$ cat src/rtl/pong_pkg.sv
// Shared definitions for the pong set-time screen, renderer and game timer.
// Holds the set-time FSM state type and the default match-length bounds.
package pong_pkg;

  localparam int unsigned STEP_SEC    = 15;
  localparam int unsigned MIN_SEC     = 30;
  localparam int unsigned MAX_SEC     = 599;
  localparam int unsigned DEFAULT_SEC = 60;

  typedef enum logic [1:0] {
    IDLE = 2'd0,
    EDIT = 2'd1,
    DONE = 2'd2
  } set_state_t;

endpackage

$ cat src/rtl/hold_repeat.sv
// Press-edge and auto-repeat step generator for one debounced button.
// step is combinational so a press changes the setting on the edge where it is first sampled.
module hold_repeat #(
  parameter int unsigned HOLD_CYC = 50_000_000,
  parameter int unsigned RATE_CYC = 10_000_000
) (
  input  logic clk,
  input  logic reset_n,
  input  logic btn,
  input  logic clr,
  output logic step
);

  localparam int unsigned CNT_MAX = (HOLD_CYC > RATE_CYC) ? HOLD_CYC : RATE_CYC;
  localparam int unsigned CW      = $clog2(CNT_MAX + 1);

  logic          prev;
  logic          first;
  logic [CW-1:0] cnt;
  logic          press;
  logic          tick;

  // cnt == 0 means not armed: a button held without a seen press edge never repeats.
  always_comb begin
    press = btn & ~prev;
    tick  = btn & (cnt != '0) & (first ? (cnt == CW'(HOLD_CYC)) : (cnt == CW'(RATE_CYC)));
    step  = ~clr & (press | tick);
  end

  always_ff @(posedge clk or negedge reset_n) begin
    if (!reset_n) begin
      prev  <= 1'b0;
      first <= 1'b1;
      cnt   <= '0;
    end else begin
      prev <= btn;
      if (clr || !btn) begin
        first <= 1'b1;
        cnt   <= '0;
      end else if (press) begin
        first <= 1'b1;
        cnt   <= CW'(1);
      end else if (tick) begin
        first <= 1'b0;
        cnt   <= CW'(1);
      end else if (cnt != '0 && cnt != '1) begin
        cnt <= cnt + CW'(1);
      end
    end
  end

endmodule

$ cat src/rtl/set_time_ctrl.sv
// Set-time screen controller: steps max_time with saturation and auto-repeat,
// and emits a one-cycle time_valid pulse when the player confirms with btn_ok.
module set_time_ctrl
  import pong_pkg::*;
#(
  parameter int unsigned CLK_HZ      = 100_000_000,
  parameter int unsigned STEP_SEC    = pong_pkg::STEP_SEC,
  parameter int unsigned MIN_SEC     = pong_pkg::MIN_SEC,
  parameter int unsigned MAX_SEC     = pong_pkg::MAX_SEC,
  parameter int unsigned DEFAULT_SEC = pong_pkg::DEFAULT_SEC,
  parameter int unsigned HOLD_CYC    = 50_000_000,
  parameter int unsigned RATE_CYC    = 10_000_000
) (
  input  logic        clk,
  input  logic        reset_n,
  input  logic        enable,
  input  logic        btn_up,
  input  logic        btn_down,
  input  logic        btn_ok,
  output logic [31:0] max_time,
  output logic        time_valid,
  output logic        editing
);

  if (CLK_HZ == 0 || MIN_SEC > DEFAULT_SEC || DEFAULT_SEC > MAX_SEC) begin : g_bad_params
    $error("set_time_ctrl: inconsistent parameters");
  end

  set_state_t  state;
  logic        ok_prev;
  logic        ok_edge;
  logic        both;
  logic        clr;
  logic        up_step;
  logic        down_step;
  logic [31:0] inc_val;
  logic [31:0] dec_val;

  always_comb begin
    ok_edge = btn_ok & ~ok_prev;
    both    = btn_up & btn_down;
    clr     = (state != EDIT) | both;
    inc_val = (max_time > 32'(MAX_SEC - STEP_SEC)) ? 32'(MAX_SEC) : max_time + 32'(STEP_SEC);
    dec_val = (max_time < 32'(MIN_SEC + STEP_SEC)) ? 32'(MIN_SEC) : max_time - 32'(STEP_SEC);
  end

  hold_repeat #(.HOLD_CYC(HOLD_CYC), .RATE_CYC(RATE_CYC)) u_up (
    .clk     (clk),
    .reset_n (reset_n),
    .btn     (btn_up),
    .clr     (clr),
    .step    (up_step)
  );

  hold_repeat #(.HOLD_CYC(HOLD_CYC), .RATE_CYC(RATE_CYC)) u_down (
    .clk     (clk),
    .reset_n (reset_n),
    .btn     (btn_down),
    .clr     (clr),
    .step    (down_step)
  );

  always_ff @(posedge clk or negedge reset_n) begin
    if (!reset_n) begin
      state      <= IDLE;
      ok_prev    <= 1'b0;
      max_time   <= 32'(DEFAULT_SEC);
      time_valid <= 1'b0;
      editing    <= 1'b0;
    end else begin
      ok_prev    <= btn_ok;
      time_valid <= 1'b0;
      case (state)
        IDLE: begin
          if (enable) begin
            state   <= EDIT;
            editing <= 1'b1;
          end
        end
        EDIT: begin
          if (!enable) begin
            state   <= IDLE;
            editing <= 1'b0;
          end else if (ok_edge) begin
            state      <= DONE;
            editing    <= 1'b0;
            time_valid <= 1'b1;
          end else if (up_step) begin
            max_time <= inc_val;
          end else if (down_step) begin
            max_time <= dec_val;
          end
        end
        DONE: begin
          if (!enable) state <= IDLE;
        end
        default: begin
          state   <= IDLE;
          editing <= 1'b0;
        end
      endcase
    end
  end

endmodule

$ cat config.mk
export PLATFORM = sky130hd
export DESIGN_NAME = set_time_ctrl
export DESIGN_NICKNAME = d
export VERILOG_FILES = /design/src/rtl/pong_pkg.sv /design/src/rtl/hold_repeat.sv /design/src/rtl/set_time_ctrl.sv
export SDC_FILE = /design/constraint.sdc
export NUM_CORES = 1
export LEC_CHECK = 0
export ABC_CLOCK_PERIOD_IN_PS = 2600
export CORE_ASPECT_RATIO = 0.6
export CORE_MARGIN = 1.5
export CORE_UTILIZATION = 45
export CTS_BUF_LIST = sky130_fd_sc_hd__clkbuf_2 sky130_fd_sc_hd__clkbuf_4 sky130_fd_sc_hd__clkbuf_8
export DETAILED_ROUTE_END_ITERATION = 6
export PLACE_DENSITY = 0.75
export SYNTH_ARGS = -nofsm -noshare
export SYNTH_HDL_FRONTEND = slang
export SYNTH_SLANG_ARGS = --single-unit
$ cat constraint.sdc
create_clock -name clk -period 2.6 [get_ports clk]
set_input_delay 0.52 -clock clk [delete_from_list [all_inputs] [get_ports clk]]
set_output_delay 0.52 -clock clk [all_outputs]
set_load 0.01 [all_outputs]
==> impl_metrics.csv <==
group,metric,value,unit
run_status,status,"finished, violations left",
run_status,violations,"negative setup slack",
place,gp_congestion,0.940,
sta,fin_skew,0.0101,ns
sta,min_period,2.71,ns
power,seqPwrFrac,44.6,%
clock_network,clock_path_buffers,2,
sta,slew_headroom,54.4,%
yosys,ys_ff_latch,93,
floorplanning,die_y,87.9,um
clock_network,hold_buffers,0,
yosys,synth_top_area_cell,"dfrtp_1",
critical_path,cp_slowest_cell,"or4b_4",
critical_path,cp_top_family,"simple AND/OR/NAND/NOR gates",
critical_path,timing.reg2reg.setup_slack,-0.11,ns
yosys,synthCells,625,
routing,drt_iter0_drc,793,
critical_path,worstSetupEndpointType,"flop",
yosys,synth_edf_count,0,
floorplanning,initial_core_util,47.0,%
yosys,ys_warn_count,0,
critical_path,crit_chain,"nor4_4 -> nand4_1 -> or4b_4 -> buf_6 -> buf_4 -> a31oi_4 -> buf_6 -> buf_4 -> nand2_1 -> o22a_1",
routing,vias,5572,
sta,finalMaxSlewViolations,0,
critical_path,timing.rr.end,"max_time[4]",
global_routing,track_usage,26.4,%
power,power.leakage,0.00296,uW
clock_network,path_clk_slew,0.10,ns
yosys,synth_area_leaders,"dfrtp_1, nor2_1, xnor2_1",
power,ir_worst_vdd,0.000341,V
critical_path,worst_ep_required_time,2.90,ns
yosys,syn_nets,637,
worst_hold_path,hold_class,"input port to asynchronous set/reset pin",
critical_path,critPathKind,"flop to flop",
clock_network,clock-sinks,93,
routing,wl_per_cell,17.9,um
yosys,syn_area,5410,um^2
yosys,async_flop_share,100,%
clock_network,clockRootBuffer,"clkbuf_8",
sta,worst_slew_pin_slew,0.676,ns
place,dpl_worst_slack,-0.373,ns
sta,max_freq,369,MHz
place,dpl-instance-area,6640,um^2
sta,setup_viol,23,
place,hpwl,11.4,mm
routing,viasPerCell,6.06,
yosys,syn_avg_cell_area,8.66,um^2
power,comb_power_share,23.6,%
global_routing,grt_overflow,0,
yosys,yosysTopAreaCellShare,40.2,%
clock_network,cts_tree,"built",
floorplanning,fp.coreArea,11500,um^2
place,io_buffers,39,
yosys,synth_seq_area_share,43.1,%
floorplanning,ioPinCount,40,
critical_path,startpoint_type,"flop",
yosys,synth.distinct_cells,62,
global_routing,grt_max_degree,50,
routing,first_pass_iters,6,
critical_path,path_max_fanout,6,
layout,drive_gt1_share,24.5,%
clock_network,insertion_delay,0.37,ns
sta,rsz0062_at_grt,"true",
job,cap_violations,0,
sta,finalCritPeriodShare,104,%
routing,final_antenna_net_count,0,
power,switching_share,30.9,%
sta,tns,-1.48,ns
layout,stdcell_area,7290,um^2
global_routing,grt_pass1_wl,26.2,mm
sta,fin_ws,-0.107,ns
routing,routed_wl,16.5,mm
clock_network,cts_buffers,9,
critical_path,worstPathArrival,3.01,ns
critical_path,cpPeakStageDelay,0.61,ns
power,p_switching,1160,uW
global_routing,grt_pass1_vias,5197,
yosys,synthFlopType,"dfrtp_1",
global_routing,antenna_found_initial,0,
clock_network,htreeDepth,3,
layout,nFillCells,921,
sta,holdWs,0.111,ns
routing,drc_errors,0,
layout,nets,766,
sta,final_hold_viol_count,0,
power,pwr-share-clk,31.8,%
layout,diodes,0,
power,fin_total_pwr,3770,uW
critical_path,timing.rr.start,"u_up.cnt[6]",
floorplanning,num_rows,30,
power,internal_power,2610,uW
layout,syn2layout_area_growth,34.7,%
power,powerDensity,517,nW/um^2
floorplanning,dieArea,12700,um^2
floorplanning,die_w,145,um
critical_path,path_buf_inv,4,
critical_path,rr_worst_depth,10,
-- worst max path at each step --
stage                            start  cells past startpoint  slack [ns]      endpoint
final                      u_up.cnt[6]                     10       -0.11   max_time[4]
after global routing       max_time[9]                      7       -0.20  max_time[27]
after CTS                 u_up.cnt[18]                     11       -0.10   max_time[2]
after detailed placement        btn_up                      8       -0.37  max_time[10]
after global placement          btn_up                      8       -0.35  max_time[10]
after floorplan           u_up.cnt[21]                      9       0.006  max_time[10]
-- flip-flops by register name (all words and copies together) (netlist names) --
register	cells
editing	1
max_time	32
ok_prev	1
state	2
time_valid	1
u_down.cnt	26
u_down.first	1
u_down.prev	1
u_up.cnt	26
u_up.first	1
u_up.prev	1
-- synthesized netlist by cell type (3+ instances only) --
| master | number |
|---|---|
| xnor2_1 | 31 |
| a211oi_1 | 4 |
| xor2_1 | 15 |
| o21ai_1 | 3 |
| or3_1 | 10 |
| a22o_1 | 4 |
| o21ai_0 | 28 |
| nand2b_1 | 6 |
| and3_1 | 11 |
| o211ai_1 | 3 |
| o41ai_1 | 3 |
| mux2i_1 | 5 |
| nor4b_1 | 3 |
| nor4_1 | 31 |
| dfrtp_1 | 87 |
| o22ai_1 | 4 |
| inv_1 | 25 |
| ha_1 | 6 |
| clkbuf_1 | 27 |
| nand3_1 | 23 |
| and2_1 | 4 |
| and4_1 | 5 |
| or4_1 | 6 |
| a31o_2 | 4 |
| a21o_1 | 4 |
| o31ai_1 | 5 |
| nor3_1 | 45 |
| nor2_1 | 83 |
| a21oi_1 | 18 |
| a31oi_1 | 7 |
| nand2_1 | 38 |
| buf_2 | 7 |
| dfstp_2 | 6 |
| nand4_1 | 23 |
| nor3b_1 | 5 |
| o22a_1 | 3 |
-- layout make-up --
class	count	area (um^2)	area share, %
repair buffers	154	1360	18.7
multi-input cells	471	3050	41.8
inverters	25	93.8	1.29
well taps	160	200	2.75
clock inverters	7	123	1.68
flip-flops and latches	93	2340	32.1
clock buffers	9	124	1.70
-- cells in the final DEF, fill, tap and decap left out, drive strengths merged, types with 4 or more instances in the layout --
cell type,synthesis,layout
or4,6,6
a31o,5,5
dfstp,6,6
and4,5,5
a211oi,4,4
nand2b,6,6
and2,4,4
nand4,23,23
o41ai,4,4
or2,4,4
nand3,23,23
a21o,4,4
a31oi,7,7
mux2i,5,5
nand2,38,38
o31ai,5,5
o21ai,31,31
xnor2,31,31
ha,6,6
nor3,46,46
clkdlybuf4s50,0,38
dfrtp,87,87
and3,11,11
a21oi,18,18
nor3b,5,5
buf,9,115
nor4,32,32
o22ai,4,4
clkbuf,27,9
nor2,83,83
a22o,4,4
xor2,15,15
or3,10,10
inv,25,26
-- power by group through the flow --
stage,combinational [uW],sequential [uW],clock [uW]
floorplan,446,1680,0
global placement,783,1700,0
detailed placement,808,1700,0
CTS,831,1680,1210
global route,965,1700,1280
finish,891,1680,1200
-- cells by family after synthesis --
| kind of cell | count (synthesis) | share of synthesized area (%) |
|---|---|---|
| adder cells (fa/ha/maj) | 6 | 1.39 |
| multiplexers | 5 | 0.925 |
| XOR/XNOR | 46 | 7.45 |
| AND/OR/NAND/NOR | 306 | 29.2 |
| flip-flops | 93 | 43.1 |
| AO/OA/AOI/OAI | 108 | 13.5 |
| buffers and inverters | 61 | 4.39 |
-- per-layer routing --
| metal | share of wire, % | vias up | routed length [um] | track usage, % |
|---|---|---|---|---|
| met3 | 9.4 | 40 | 1550 | 4.87 |
| met2 | 43 | 293 | 7000 | 38.5 |
| met1 | 47 | 2711 | 7690 | 40.5 |
| met5 | 0 | - | 0 | 0 |
| met4 | 1.4 | 0 | 234 | 5.60 |
| li1 | - | 2528 | - | - |
-- metrics by stage --
stage          std cells  util (%)
3_5_place_dp         885      57.6
5_1_grt              919      63.2
3_3_place_gp         885      57.6
4_1_cts              907      61.2
6_report             919      63.2
2_1_floorplan        625         -
-- repair_timing --
action | 4_1_cts | 5_1_grt
endpoints found under the setup margin | 32 | 54
cloned | 1 | 2
setup buffers | 5 | 11
resized for setup | 27 | 46
pin swaps | 15 | 17
Power figures use the tool's default switching activity.
